**src/rtl/dadda_mac_if.sv**
```systemverilog
// Handshake bundle between the DADDA multiplier/host side and the MAC accumulator.
// The master drives run control and products; the slave (accumulator) returns readiness and results.
interface dadda_mac_if #(
  parameter int PROD_W = 16,
  parameter int ACC_W  = 24,
  parameter int CNT_W  = 8
);
  logic              start;
  logic [CNT_W-1:0]  len;
  logic [PROD_W-1:0] prod_in;
  logic              prod_valid;
  logic              prod_ready;
  logic [ACC_W-1:0]  acc_out;
  logic              res_valid;
  logic              res_ready;
  logic              busy;
  logic              overflow;

  modport master (
    output start, len, prod_in, prod_valid, res_ready,
    input  prod_ready, acc_out, res_valid, busy, overflow
  );

  modport slave (
    input  start, len, prod_in, prod_valid, res_ready,
    output prod_ready, acc_out, res_valid, busy, overflow
  );
endinterface

```
**src/rtl/dadda_mac_accumulator.sv**
```systemverilog
// Accumulates a programmed count of multiplier products into an ACC_W-bit sum and hands it off.
// Define MAC_SAT_EN to clamp the sum at all-ones on carry-out instead of wrapping.
module dadda_mac_accumulator #(
  parameter int PROD_W = 16,
  parameter int ACC_W  = 24,
  parameter int CNT_W  = 8
) (
  input  logic        clk,
  input  logic        rst_n,
  dadda_mac_if.slave  bus
);

  typedef enum logic [1:0] {IDLE, ACCUM, DONE} state_e;

  state_e             state_q, state_d;
  logic [ACC_W-1:0]   acc_q, acc_d;
  logic [ACC_W-1:0]   acc_out_q, acc_out_d;
  logic [CNT_W-1:0]   cnt_q, cnt_d;
  logic               ovf_q, ovf_d;
  logic               res_vld_q, busy_q;
  logic [ACC_W:0]     sum;
  logic [ACC_W-1:0]   acc_next;
  logic               xfer;

  // One extra bit so the carry-out is visible for overflow detection.
  assign sum  = {1'b0, acc_q} + {{(ACC_W+1-PROD_W){1'b0}}, bus.prod_in};
  assign xfer = (state_q == ACCUM) && bus.prod_valid;

`ifdef MAC_SAT_EN
  // Once clamped, any further add carries again, so the clamp holds for the rest of the run.
  assign acc_next = sum[ACC_W] ? {ACC_W{1'b1}} : sum[ACC_W-1:0];
`else
  assign acc_next = sum[ACC_W-1:0];
`endif

  always_comb begin
    state_d   = state_q;
    acc_d     = acc_q;
    acc_out_d = acc_out_q;
    cnt_d     = cnt_q;
    ovf_d     = ovf_q;
    unique case (state_q)
      IDLE: begin
        if (bus.start) begin
          ovf_d = 1'b0;
          if (bus.len != '0) begin
            state_d = ACCUM;
            acc_d   = '0;
            cnt_d   = bus.len;
          end else begin
            state_d   = DONE;
            acc_out_d = '0;
          end
        end
      end
      ACCUM: begin
        if (xfer) begin
          acc_d = acc_next;
          cnt_d = cnt_q - CNT_W'(1);
          if (sum[ACC_W]) ovf_d = 1'b1;
          if (cnt_q == CNT_W'(1)) begin
            state_d   = DONE;
            acc_out_d = acc_next;
          end
        end
      end
      DONE: begin
        if (bus.res_ready) state_d = IDLE;
      end
      default: state_d = IDLE;
    endcase
  end

  always_ff @(posedge clk) begin
    if (!rst_n) begin
      state_q   <= IDLE;
      acc_q     <= '0;
      acc_out_q <= '0;
      cnt_q     <= '0;
      ovf_q     <= 1'b0;
      res_vld_q <= 1'b0;
      busy_q    <= 1'b0;
    end else begin
      state_q   <= state_d;
      acc_q     <= acc_d;
      acc_out_q <= acc_out_d;
      cnt_q     <= cnt_d;
      ovf_q     <= ovf_d;
      res_vld_q <= (state_d == DONE);
      busy_q    <= (state_d != IDLE);
    end
  end

  assign bus.prod_ready = (state_q == ACCUM);
  assign bus.acc_out    = acc_out_q;
  assign bus.res_valid  = res_vld_q;
  assign bus.busy       = busy_q;
  assign bus.overflow   = ovf_q;

endmodule

```
**src/flat_wrapper.sv**
```systemverilog
// flat-port wrapper written by rule: the top's interface ports become plain ports
module dadda_mac_accumulator_flat 
#(
  parameter int PROD_W = 16,
  parameter int ACC_W  = 24,
  parameter int CNT_W  = 8
)
  (clk, rst_n, bus_start, bus_len, bus_prod_in, bus_prod_valid, bus_res_ready, bus_prod_ready, bus_acc_out, bus_res_valid, bus_busy, bus_overflow);
  dadda_mac_if #(.PROD_W(PROD_W), .ACC_W(ACC_W), .CNT_W(CNT_W)) bus_i ();
  input  logic clk;
  input  logic rst_n;
  input wire logic [$bits(bus_i.start)-1:0] bus_start;
  input wire logic [$bits(bus_i.len)-1:0] bus_len;
  input wire logic [$bits(bus_i.prod_in)-1:0] bus_prod_in;
  input wire logic [$bits(bus_i.prod_valid)-1:0] bus_prod_valid;
  input wire logic [$bits(bus_i.res_ready)-1:0] bus_res_ready;
  output wire logic [$bits(bus_i.prod_ready)-1:0] bus_prod_ready;
  output wire logic [$bits(bus_i.acc_out)-1:0] bus_acc_out;
  output wire logic [$bits(bus_i.res_valid)-1:0] bus_res_valid;
  output wire logic [$bits(bus_i.busy)-1:0] bus_busy;
  output wire logic [$bits(bus_i.overflow)-1:0] bus_overflow;
  assign bus_i.start = bus_start;
  assign bus_i.len = bus_len;
  assign bus_i.prod_in = bus_prod_in;
  assign bus_i.prod_valid = bus_prod_valid;
  assign bus_i.res_ready = bus_res_ready;
  assign bus_prod_ready = bus_i.prod_ready;
  assign bus_acc_out = bus_i.acc_out;
  assign bus_res_valid = bus_i.res_valid;
  assign bus_busy = bus_i.busy;
  assign bus_overflow = bus_i.overflow;
  dadda_mac_accumulator #(.PROD_W(PROD_W), .ACC_W(ACC_W), .CNT_W(CNT_W)) u_core (.clk(clk), .rst_n(rst_n), .bus(bus_i));
endmodule
```
**config.mk**
```make
export PLATFORM = sky130hd
export DESIGN_NAME = dadda_mac_accumulator_flat
export DESIGN_NICKNAME = d
export VERILOG_FILES = /design/src/rtl/dadda_mac_if.sv /design/src/rtl/dadda_mac_accumulator.sv /design/src/flat_wrapper.sv
export SDC_FILE = /design/constraint.sdc
export NUM_CORES = 1
export LEC_CHECK = 0
export CAP_MARGIN = 5
export CORE_UTILIZATION = 40
export CTS_CLUSTER_SIZE = 14
export DETAILED_ROUTE_END_ITERATION = 16
export SLEW_MARGIN = 20
export SYNTH_ARGS = -nofsm -noshare
export SYNTH_HDL_FRONTEND = slang
export SYNTH_SLANG_ARGS = --single-unit
```
**constraint.sdc**
```tcl
create_clock -name clk -period 4.8 [get_ports clk]
set_input_delay 1.44 -clock clk [delete_from_list [all_inputs] [get_ports clk]]
set_output_delay 1.44 -clock clk [all_outputs]
set_load 0.02 [all_outputs]
```
**Word-level counts from Yosys, hierarchy flattened**

Cells that the tools add are included.

- Add/sub/neg operators: 2
- Equality and inequality tests: 10
- Mux-type cells: 23
- Reductions and logical operators: 8

Operator list:

| kind | number |
|---|---|
| two-way mux 24 bit | 7 |
| one-hot mux 24 bit (2 select lines) | 2 |
| adder 24 x 16 -> 25 bit | 1 |
| two-way mux 8 bit | 3 |
| one-hot mux 8 bit (2 select lines) | 1 |
| two-way mux 2 bit | 5 |
| == test 8 x 1 -> 1 bit (second input constant) | 1 |
| inequality test 2 x 1 -> 1 bit (second input constant) | 4 |
| AND reduction 4 bit | 2 |
| nonzero test 8 bit | 1 |
| subtractor 8 x 1 -> 8 bit (second input constant) | 1 |
| one-hot mux 2 bit (3 select lines) | 1 |
| AND reduction 5 bit | 1 |
| == test 2 bit (second input constant) | 2 |
| inequality test 2 bit (second input constant) | 2 |
| nonzero test 2 bit | 2 |
| two-way mux 1 bit | 3 |
| == test 2 x 1 -> 1 bit (second input constant) | 1 |
| logical NOT 2 bit | 1 |
| one-hot mux 1 bit (2 select lines) | 1 |
| logical AND 1 bit | 1 |

- Register bits: 61
- Input port bits: 29
- Output and inout port bits: 28
- Word-level logic and storage cells: 50

**Longest topological paths before layout**

Gate-level depths: netlist of the first run.

- Word-level depth: 5
- Mapped depth: 10
- Depth with buffers taken out: 10

**Least setup slack after synthesis of the first run**

OpenSTA, ideal clock, no wires.

- Path type: input -> register
- Start: input bus_prod_in[0]
- End: register u_core.acc_q[12]
- Arrival: 3.438 ns
- Required time: 4.679 ns
- Slack: 1.242 ns
- Stages on the path: 10
- Buffers on the path: 0
- Path through: ha_1 fa_1 a21o_1 a221o_2 a21bo_1 a21boi_2 o21bai_1 a21oi_1 xor2_1 o21ai_1

- Word-level cells in the longest chain between the ends: 3

Ends and longest elaborated chain:

| element | RTL line | text |
|---|---|---|
| from (decl) | flat_wrapper.sv:14 | `input wire logic [$bits(bus_i.prod_in)-1:0] bus_prod_in;` |
| adder 24 x 16 -> 25 bit | dadda_mac_accumulator.sv:26 | `assign sum = {1'b0, acc_q} + {{(ACC_W+1-PROD_W){1'b0}}, bus.prod_in};` |
| two-way mux 24 bit | dadda_mac_accumulator.sv:57 | `if (xfer) begin` |
| one-hot mux 24 bit (2 select lines) | dadda_mac_accumulator.sv:42 | `unique case (state_q)` |
| to (signal assigned) | dadda_mac_accumulator.sv:77 | `acc_q <= '0;` |
| to (signal assigned) | dadda_mac_accumulator.sv:85 | `acc_q <= acc_d;` |
| to (decl) | dadda_mac_accumulator.sv:16 | `logic [ACC_W-1:0] acc_q, acc_d;` |

Every way passes these cells. The select of a mux whose other input is x is not followed.
A chain may end at the register's enable or synchronous reset.

**Final worst setup path of the first run**

Ends and elaborated chain as after synthesis.

==> results of run 1 <==
## worst max-delay path by stage
stage | startpoint | to
2_1_floorplan | bus_prod_in[0] | u_core.acc_q[12]$_SDFFE_PN0P_
3_3_place_gp | bus_prod_in[0] | u_core.acc_q[12]$_SDFFE_PN0P_
3_5_place_dp | bus_prod_in[0] | u_core.acc_q[12]$_SDFFE_PN0P_
4_1_cts | bus_prod_in[0] | u_core.acc_q[12]$_SDFFE_PN0P_
5_1_grt | bus_prod_in[0] | u_core.acc_q[12]$_SDFFE_PN0P_
6_report | bus_prod_in[0] | u_core.acc_q[12]$_SDFFE_PN0P_
## through the flow
step | utilization [%] | power, W
3_5_place_dp | 49.25 | 0.0007674
3_3_place_gp | 49.25 | 0.0007654
5_1_grt | 51.61 | 0.001283
4_1_cts | 51.61 | 0.001234
2_1_floorplan | - | 0.0006914
6_report | 51.61 | 0.001220
## placed cells by master, fill, tap and decap left out, types with 9 or more instances in the layout
master	count
nand2_1	62
dfxtp_1	61
clkdlybuf4s50_1	56
a21oi_1	48
nor2_1	30
o21ai_0	30
nand3_1	21
ha_1	18
xor2_1	10
clkbuf_8	10
xnor2_1	9
## final cells by class
| cell class | count | share of cell area [%] |
|---|---|---|
| tap | 105 | 3.114 |
| clock buffer | 12 | 3.440 |
| timing repair buffer | 63 | 14.53 |
| clock inverter | 4 | 1.127 |
| sequential | 61 | 28.94 |
| multi-input combinational | 332 | 47.95 |
| inverter | 10 | 0.8897 |
## state kept, by name, summed over array words and instances (netlist names)
register / cells
u_core.acc_q: 24
u_core.bus.acc_out: 24
u_core.cnt_q: 8
u_core.state_q: 2
u_core.bus.busy: 1
u_core.bus.overflow: 1
u_core.bus.res_valid: 1
## critical path, cell delays in order
cell	delay [ps]
clkdlybuf4s50_1	420
ha_1	240
fa_1	410
a21o_1	220
a221o_2	380
a21bo_1	210
a21boi_2	180
o21bai_1	80
a21oi_1	170
xor2_1	200
o21ai_1	90
## power breakdown
part	internal, W	switching (W)
clock network	0.000253	0.000210
logic	0.0000918	0.000131
registers	0.000522	0.0000124
total	0.000867	0.000353
## kinds of logic (layout without fill, tap and decap cells)
| family | Yosys count | count (layout) | synth area share [%] |
|---|---|---|---|
| adder cells (fa/ha/maj) | 19 | 19 | 7.319 |
| XOR/XNOR | 19 | 19 | 4.966 |
| multiplexers | 1 | 1 | 0.2987 |
| flip-flops | 61 | 61 | 36.45 |
| AO/OA/AOI/OAI | 130 | 130 | 24.20 |
| AND/OR/NAND/NOR | 163 | 163 | 23.60 |
| buffers and inverters | 27 | 89 | 3.174 |
## per-layer routing
layer  wire (um)  part of all wire (%)  vias up  GRT usage (%)
li1            -                     -     1621              -
met1        4196                    48     1429          28.95
met2        3937                    45       76          34.62
met3         436                   5.0        8          3.984
met4          93                   1.1        0          7.564
met5           0                     0        -              0
==> summary.txt, run 1 <==
STA
  – Hold Violations, Final: 0
  – Worst hold slack: 448.9 ps
  – Achievable clock frequency: 0.2631 GHz
  – Final period util: 79.20%
  – Setup TNS: 0 ps
  – # setup viols final: 0
  – Least-Margin Pin Slew: 948.2 ps
  – Tmin final: 3801 ps
  – Slew HR: 36.55%
  – Skew final: 12.31 ps
  – RSZ-0062 raised after global routing: no
  – Max-slew violations: 0
  – Worst setup margin: 998.6 ps

Setup path
  – RR Startpoint: u_core.state_q[1]$_SDFF_PN0_
  – RR Endpoint: u_core.acc_q[21]$_SDFFE_PN0P_
  – Crit end category: flip-flop
  – Flop-to-flop setup slack: 2010 ps
  – Crit Path Max Fanout: 3
  – Reg2reg path depth: 8
  – Critical path data arrival time: 4030 ps
  – Setup crit start kind: primary input
  – Setup CP Type: primary input to flip-flop
  – CP Data Required Time: 5030 ps

Yosys
  – Post-synth top cells: nand2_1 (62), dfxtp_1 (61), a21oi_1 (48), nor2_1 (30), o21ai_0 (30)
  – Yosys warning count: 0
  – Post-synth EDFFs: 0
  – Synth cell types: 57
  – Top FF cell, synth: dfxtp_1
  – Top cell type by total area after synthesis: dfxtp_1
  – Syn avg cell area: 7.978 sq um
  – Post-synth top area share: 36.45%
  – Largest cells by area after synthesis: dfxtp_1 (36%), a21oi_1 (7.2%), nand2_1 (6.9%)
  – Seq cells post-synth: 61
  – Synthesized Nets: 468
  – Ys async rst share: 0%
  – Synth Instances: 420
  – Netlist Area Pre-Place: 3351 sq um
  – Most common cell in the netlist: nand2_1
  – Seq/Total Area, Yosys: 36.45%

Floorplanning
  – Chip width: 93.53 um
  – Initial Utilization: 40.99%
  – Chip height: 93.53 um
  – Ports: 57
  – Std cell rows: 33
  – CORE AREA: 8175 sq um
  – Die area: 8747 sq um

Clock network
  – Clock slew at reported path FFs: 80 ps
  – CTS Root Cell: clkbuf_8
  – Cts hold-fix bufs: 0
  – Post-CTS setup buffer count: 0
  – TritonCTS Buffers: 9
  – Clock Tree Buf Depth: 2
  – Worst-Skew Late Latency: 340 ps
  – CTS H-tree lvls: 3
  – CTS resizes: 0
  – CTS tree: yes
  – Clk sinks: 61

GRT
  – Vias in the first global route: 3,007
  – Grt total ovfl: 0
  – First-pass GRT wire length: 14.71 mm
  – Initial antenna violation count: 0
  – Global Route Usage Sum: 21.60%
  – Largest net degree at the start of global routing: 27

Routing
  – DR iter-0 viols: 147
  – DR DRC count: 2
  – Wire per inst: 14.76 um
  – DR vias: 3,134
  – Final wirelength: 8.663 mm
  – Vias per Instance: 5.339
  – Detail Route Antenna Nets: 0
  – Drt pass-1 iters: 10

Min path
  – Min-Delay Path Depth: 2
  – Hold Path End: u_core.bus.acc_out[23]$_SDFFE_PN0P_
  – Class of the worst hold path: flip-flop to flip-flop
  – Min-delay src: u_core.bus.acc_out[23]$_SDFFE_PN0P_

Finish
  – Register Area: 1221 sq um
  – Fin cells: 587
  – Filler Cell Count: 801
  – Nets: 525
  – Multi-input logic area: 2023 sq um
  – Finished Cell Area: 4219 sq um
  – Share of layout cells above drive strength 1: 7.676%
  – P&R area growth vs syn: 25.91%
  – # diodes: 0

Placement
  – Placed cells: 571
  – # port buffers: 56
  – DP Area: 4026 sq um
  – DPL Wire Length: 6.287 mm
  – Post-place setup slack: 634.5 ps
  – RePlAce Congestion: 0.8552

Power and ir drop
  – Leak Pwr: 1.577 nW
  – Worst vdd rail ir drop: 0.0001679 V
  – Power density cells: 289.2 nW/um^2

Status
  – Failing checks: DRC
  – Status: finished, violations left

Job
  – Max_cap viols: 0
(Power assumes the default switching activity.)
==> run 2: changes to the inputs <==
Settings changed: PLACE_DENSITY set to 0.65.
Clock period 4.8 ns to 3.4 ns, I/O delays scaled along.
==> run 2 against run 1 <==
Compared with the run above:
- sequential power rose by 41%
- critical path depth did not move
- critical path type unchanged
- non-clock buffer count rose by 27
- combinational power rose by 57%
- the flow now finishes without violations
- clock-buffer cell count did not move
- sequential share of layout area fell by 1.4 points
- worst setup slack got worse by 850 ps
- worst hold slack got worse by 4.1 ps
- core utilization rose by 2.6 points
- wire length rose by 2.1%
==> summary.txt, run 2 (synthesis results as in run 1) <==
Status
  – Status: complete, no violations (was finished, violations left)

STA
  – RSZ-0062 raised after global routing: yes (was no)
  – Worst setup margin: 151.2 ps (was 998.6 ps)
  – Final period util: 95.55%
  – Setup TNS: 0 ps (unchanged)
  – Skew final: 10.27 ps (was 12.31 ps)
  – Max-slew violations: 0 (unchanged)
  – Hold Violations, Final: 0 (unchanged)
  – Least-Margin Pin Slew: 593.7 ps (was 948.2 ps)
  – Tmin final: 3249 ps
  – Slew HR: 60.00% (was 36.55%)
  – # setup viols final: 0 (unchanged)
  – Achievable clock frequency: 0.3078 GHz

Finish
  – Filler Cell Count: 791 (was 801)
  – Nets: 552 (was 525)
  – # diodes: 0 (unchanged)
  – Commonest cells after routing, fill and taps aside: nand2_1 (62), dfxtp_1 (61), clkdlybuf4s50_1 (56) (unchanged)
  – Fin cells: 614 (was 587)
  – Register Area: 1221 sq um (unchanged)
  – Finished Cell Area: 4431 sq um (was 4219 sq um)
  – P&R area growth vs syn: 32.23% (was 25.91%)
  – Multi-input logic area: 2034 sq um (was 2023 sq um)
  – Commonest non-fill, non-tap cell in the layout: nand2_1 (unchanged)
  – Share of layout cells above drive strength 1: 13.36% (was 7.676%)

Setup path
  – Critical path depth: 11 (unchanged)
  – RR Endpoint: u_core.acc_q[12]$_SDFFE_PN0P_ (was u_core.acc_q[21]$_SDFFE_PN0P_)
  – CP Data Required Time: 3630 ps (was 5030 ps)
  – CP Buf/Inv Count: 1 (unchanged)
  – Crit end category: flip-flop (unchanged)
  – CP max-delay cell: clkdlybuf4s50_1 (unchanged)
  – Critical-path cell list: clkdlybuf4s50_1 > ha_2 > fa_2 > a21o_1 > a221o_2 > a21bo_1 > a21boi_2 > o21bai_1 > a21oi_1 > xor2_1 > o21ai_1 (was clkdlybuf4s50_1 > ha_1 > fa_1 > a21o_1 > a221o_2 > a21bo_1 > a21boi_2 > o21bai_1 > a21oi_1 > xor2_1 > o21ai_1)
  – Critical path data arrival time: 3480 ps (was 4030 ps)
  – Flop-to-flop setup slack: 960 ps (was 2010 ps)
  – Crit Path Max Fanout: 3 (unchanged)
  – Critical path origin: bus_prod_in[0] (unchanged)
  – Setup CP Type: primary input to flip-flop (unchanged)
  – Setup crit start kind: primary input (unchanged)
  – Reg2reg path depth: 10 (was 8)
  – RR Startpoint: u_core.acc_q[0]$_SDFFE_PN0P_ (was u_core.state_q[1]$_SDFF_PN0_)
  – Crit-path leading delay family: compound AO/OA/AOI/OAI gates (unchanged)
  – Worst path max stage delay: 420 ps (about the same)
  – CP Capture Point: u_core.acc_q[12]$_SDFFE_PN0P_ (unchanged)

Placement
  – RePlAce Congestion: 0.8747 (was 0.8552)
  – Placed cells: 598 (was 571)
  – Post-place setup slack: -313.9 ps (was 634.5 ps)
  – DP Area: 4242 sq um (was 4026 sq um)
  – DPL Wire Length: 6.422 mm (was 6.287 mm)
  – # port buffers: 56 (unchanged)

Power and ir drop
  – Leak Pwr: 1.702 nW (was 1.577 nW)
  – Worst vdd rail ir drop: 0.0002588 V (was 0.0001679 V)
  – Power density cells: 384.1 nW/um^2 (was 289.2 nW/um^2)

Floorplanning
  – Die area: 8747 sq um (unchanged)
  – Ports: 57 (unchanged)
  – CORE AREA: 8175 sq um (unchanged)
  – Chip height: 93.53 um (unchanged)
  – Chip width: 93.53 um (unchanged)
  – Initial Utilization: 40.99% (unchanged)
  – Std cell rows: 33 (unchanged)

Clock network
  – Post-CTS setup buffer count: 0 (unchanged)
  – CTS Root Cell: clkbuf_8 (unchanged)
  – CTS tree: yes (unchanged)
  – Clock slew at reported path FFs: 70 ps (was 80 ps)
  – Cts hold-fix bufs: 0 (unchanged)
  – CTS H-tree lvls: 3 (unchanged)
  – Clk sinks: 61 (unchanged)
  – TritonCTS Buffers: 9 (unchanged)
  – Worst-Skew Late Latency: 350 ps (was 340 ps)
  – Clock Tree Buf Depth: 2 (unchanged)

GRT
  – Vias in the first global route: 3,088 (was 3,007)
  – Initial antenna violation count: 0 (unchanged)
  – Largest net degree at the start of global routing: 26 (was 27)
  – Global Route Usage Sum: 21.59% (was 21.60%)
  – First-pass GRT wire length: 14.73 mm (was 14.71 mm)
  – Grt total ovfl: 0 (unchanged)

Routing
  – Wire per inst: 14.41 um (was 14.76 um)
  – Final wirelength: 8.848 mm (was 8.663 mm)
  – Drt pass-1 iters: 4 (was 10)
  – Vias per Instance: 5.427 (was 5.339)
  – Detail Route Antenna Nets: 0 (unchanged)
  – DR vias: 3,332 (was 3,134)
  – DR DRC count: 0 (was 2)
  – DR iter-0 viols: 148 (was 147)

Min path
  – Class of the worst hold path: flip-flop to flip-flop (unchanged)

Job
  – Max_cap viols: 0 (unchanged)
-- run 2: layout make-up --
cell class                 instances  share of cell area, %
tap                              105                  2.965
timing repair buffer              90                  18.70
clock buffer                      12                  3.502
multi-input combinational        332                  45.92
inverter                          10                 0.8472
clock inverter                     4                 0.5083
sequential                        61                  27.56
-- run 2: how the worst min path moves through the flow --
stage                                   startpoint                                  end  slack, ps  depth (start not counted)
6_report       u_core.bus.acc_out[23]$_SDFFE_PN0P_  u_core.bus.acc_out[23]$_SDFFE_PN0P_        440                          2
3_5_place_dp   u_core.bus.acc_out[23]$_SDFFE_PN0P_  u_core.bus.acc_out[23]$_SDFFE_PN0P_        440                          2
3_3_place_gp   u_core.bus.acc_out[21]$_SDFFE_PN0P_  u_core.bus.acc_out[21]$_SDFFE_PN0P_        440                          2
5_1_grt        u_core.bus.acc_out[16]$_SDFFE_PN0P_  u_core.bus.acc_out[16]$_SDFFE_PN0P_        470                          2
4_1_cts        u_core.bus.acc_out[23]$_SDFFE_PN0P_  u_core.bus.acc_out[23]$_SDFFE_PN0P_        450                          2
2_1_floorplan        u_core.acc_q[11]$_SDFFE_PN0P_        u_core.acc_q[11]$_SDFFE_PN0P_        430                          2
-- run 2: report_power, final --
group	total [W]	leakage (nW)	switching, W	internal [W]
logic	0.000349	1.12	0.000191	0.000158
clock network	0.000598	0.0921	0.000297	0.000301
registers	0.000755	0.494	0.0000181	0.000737
total	0.00170	1.70	0.000506	0.00120
-- run 2: metal layers --
layer,up-vias,routed length [um],GRT usage [%]
li1,1676,-,-
met5,-,0,0
met4,0,81,6.538
met2,104,4181,35.17
met3,11,518,6.504
met1,1541,4065,27.34
-- run 2: through the flow --
step | hold slack (ps) | util [%] | total power, W
finish | 444.8 | 54.19 | 0.001702
global route | 471.7 | 54.19 | 0.001784
CTS | 447.1 | 54.06 | 0.001710
detailed placement | 437.7 | 51.88 | 0.001116
global placement | 435.4 | 51.88 | 0.001111
floorplan | 429.1 | - | 0.0009761
-- run 2: repair_timing --
| action | CTS | global route |
|---|---|---|
| endpoints found under the hold margin | 0 | 0 |
| gates resized for setup | 0 | 3 |
| setup endpoints to repair | 0 | 7 |
-- run 2: worst min-delay path, cell delays in order (launching register included) --
cell	delay, ps
dfxtp_1	310
nand2_1	50
o21ai_1	50
==> run 3: changes to the inputs <==
Settings changed: PLACE_DENSITY 0.65 to not set.
Clock period 3.4 ns to 3 ns, I/O delays scaled along.
==> run 3 against run 2 <==
Compared with the run above:
- combinational power is 21% higher
- register-to-register slack got worse by 430 ps
- worst hold slack improved by 3.0 ps
- clock power rose by 41%
- core utilization up 3.5 points
- cell count increased by 3.7%
- worst setup slack got worse by 38 ps
- via count increased by 0.60%
- critical path depth did not move
- critical path type unchanged
- largest cell class unchanged
- largest power group unchanged
- highest routed layer unchanged
==> summary.txt, run 3 (synthesis results as in run 1) <==
Finish
  – # diodes: 0 (unchanged)
  – Filler Cell Count: 771 (was 791)
  – P&R area growth vs syn: 40.85% (was 32.23%)
  – Commonest non-fill, non-tap cell in the layout: nand2_1 (unchanged)
  – Share of layout cells above drive strength 1: 18.61% (was 13.36%)
  – Nets: 575 (was 552)
  – Commonest cells after routing, fill and taps aside: nand2_1 (62), dfxtp_1 (61), buf_4 (57) (was nand2_1 (62), dfxtp_1 (61), clkdlybuf4s50_1 (56))

STA
  – Max-slew violations: 0 (unchanged)
  – RSZ-0062 raised after global routing: yes (unchanged)
  – Tmin final: 2887 ps
  – Hold Violations, Final: 0 (unchanged)
  – Least-Margin Pin Slew: 704.0 ps (was 593.7 ps)
  – Skew final: 10.32 ps (was 10.27 ps)
  – # setup viols final: 0 (unchanged)
  – Worst setup margin: 113.3 ps (was 151.2 ps)
  – Achievable clock frequency: 0.3464 GHz
  – Slew HR: 52.63% (was 60.00%)
  – Worst hold slack: 447.8 ps (was 444.8 ps)
  – Setup TNS: 0 ps (unchanged)
  – Final period util: 96.22%

Status
  – Status: complete, no violations (unchanged)

Clock network
  – Clk sinks: 61 (unchanged)
  – CTS Root Cell: clkbuf_8 (unchanged)
  – Worst-Skew Late Latency: 340 ps (was 350 ps)
  – Clock slew at reported path FFs: 70 ps (about the same)
  – Clock Tree Buf Depth: 2 (unchanged)
  – CTS H-tree lvls: 3 (unchanged)
  – TritonCTS Buffers: 9 (unchanged)
  – CTS tree: yes (unchanged)
  – Cts hold-fix bufs: 0 (unchanged)

Placement
  – RePlAce Congestion: 0.9124 (was 0.8747)
  – DPL Wire Length: 6.663 mm (was 6.422 mm)
  – Post-place setup slack: -534.9 ps (was -313.9 ps)
  – # port buffers: 56 (unchanged)

Setup path
  – Crit Path Max Fanout: 3 (unchanged)
  – Worst path max stage delay: 370 ps (was 420 ps)
  – Setup crit start kind: primary input (unchanged)
  – CP max-delay cell: a221o_2 (was clkdlybuf4s50_1)
  – Critical-path cell list: clkdlybuf4s15_1 > ha_2 > fa_2 > a21o_1 > a221o_2 > a21bo_1 > a21boi_2 > o21bai_1 > a21oi_1 > xor2_1 > o21ai_1 (was clkdlybuf4s50_1 > ha_2 > fa_2 > a21o_1 > a221o_2 > a21bo_1 > a21boi_2 > o21bai_1 > a21oi_1 > xor2_1 > o21ai_1)
  – Crit end category: flip-flop (unchanged)
  – Setup CP Type: primary input to flip-flop (unchanged)
  – Critical path data arrival time: 3110 ps (was 3480 ps)
  – CP Data Required Time: 3230 ps (was 3630 ps)
  – RR Startpoint: u_core.acc_q[0]$_SDFFE_PN0P_ (unchanged)
  – Critical path origin: bus_prod_in[0] (unchanged)

Min path
  – Min-delay src: u_core.bus.acc_out[21]$_SDFFE_PN0P_ (was u_core.bus.acc_out[23]$_SDFFE_PN0P_)
  – Class of the worst hold path: flip-flop to flip-flop (unchanged)

GRT
  – GRT Max-Usage Layer: met2 (unchanged)
  – Initial antenna violation count: 0 (unchanged)
  – Met3 Resource Use GR: 3.089% (was 6.504%)
  – First-pass GRT wire length: 14.63 mm (was 14.73 mm)
  – Global Route Usage Sum: 21.36% (was 21.59%)
  – Vias in the first global route: 3,058 (was 3,088)
  – Met1 GRT Util: 28.71% (was 27.34%)
  – Largest net degree at the start of global routing: 27 (was 26)
  – Routing usage on met2: 35.23% (was 35.17%)
  – Grt total ovfl: 0 (unchanged)

Routing
  – DR vias: 3,352 (was 3,332)
  – Drt pass-1 iters: 4 (unchanged)
  – Vias per Instance: 5.262 (was 5.427)
  – Detail Route Antenna Nets: 0 (unchanged)
  – DR DRC count: 0 (unchanged)
  – Wire per inst: 14.24 um (was 14.41 um)
  – Final wirelength: 9.073 mm (was 8.848 mm)
  – DR iter-0 viols: 118 (was 148)

Floorplanning
  – Std cell rows: 33 (unchanged)
  – Chip height: 93.53 um (unchanged)
  – Ports: 57 (unchanged)
  – CORE AREA: 8175 sq um (unchanged)
  – Chip width: 93.53 um (unchanged)
  – Die area: 8747 sq um (unchanged)
  – Initial Utilization: 40.99% (unchanged)

Power and ir drop
  – Power density cells: 450.7 nW/um^2 (was 384.1 nW/um^2)
  – Leak Pwr: 1.871 nW (was 1.702 nW)
  – Worst vdd rail ir drop: 0.0002514 V (was 0.0002588 V)

Job
  – Max_cap viols: 0 (unchanged)
==> run 3: changes by cell type in the layout (fill, tap and decap cells not counted), sizes merged <==
cell,previous run,this run
buf,34,57
dlymetal6s2s,0,4
bufinv,0,2
clkdlybuf4s15,0,1
clkdlybuf4s50,56,50
clkinv,4,3
dlygate4sd2,0,1
clkinvlp,1,0
==> run 3: path summary, 6_finish.rpt <==
kind / endpoint / slack [ps] / depth (start not counted)
worst max register to register: u_core.acc_q[12]$_SDFFE_PN0P_ / 530 / 10
worst min register to register: u_core.bus.acc_out[21]$_SDFFE_PN0P_ / 450 / 2
worst max-delay path: u_core.acc_q[12]$_SDFFE_PN0P_ / 110 / 11
worst min-delay path: u_core.bus.acc_out[21]$_SDFFE_PN0P_ / 450 / 2
==> run 3: repair_timing <==
action,CTS,global route
setup endpoints to repair,22,16
pin swaps,12,16
setup buffers,3,4
endpoints found under the hold margin,0,0
gates resized for setup,4,12
==> run 3: cell type report <==
class	instances	area (sq um)	area share, %
Sequential cell	61	1221	25.87
Tap cell	105	131.4	2.784
Multi-Input combinational cell	332	2107	44.64
Timing Repair Buffer	113	997.2	21.13
Clock inverter	4	70.07	1.485
Clock buffer	12	155.1	3.287
Inverter	10	37.54	0.7953
==> run 3: per-stage QoR <==
| stage | power (W) | util, % | cell area (sq um) | instances |
|---|---|---|---|---|
| 2_1_floorplan | 0.001106 | - | 3353 | 420 |
| 3_3_place_gp | 0.001278 | 53.23 | 4352 | 614 |
| 3_5_place_dp | 0.001284 | 53.23 | 4352 | 614 |
| 4_1_cts | 0.002126 | 56.34 | 4606 | 633 |
| 5_1_grt | 0.002222 | 57.73 | 4720 | 637 |
| 6_report | 0.002127 | 57.73 | 4720 | 637 |
==> run 3: metal layers <==
layer  vias to the layer above  routed length (um)
met4                         0                  61
li1                       1717                   -
met1                      1549                4334
met5                         -                   0
met3                         7                 420
met2                        79                4256
==> run 3: critical path, delay by kind of cell <==
family,cells,cell delay (ps)
adder cells (fa/ha/maj),2,520
AO/OA/AOI/OAI,7,1310
XOR/XNOR,1,200
buffers and inverters,1,180
==> run 3: power breakdown <==
| group | internal [W] | total, W | switching (W) |
|---|---|---|---|
| clock | 0.000511 | 0.000846 | 0.000335 |
| sequential | 0.000835 | 0.000858 | 0.0000226 |
| combinational | 0.000199 | 0.000423 | 0.000225 |
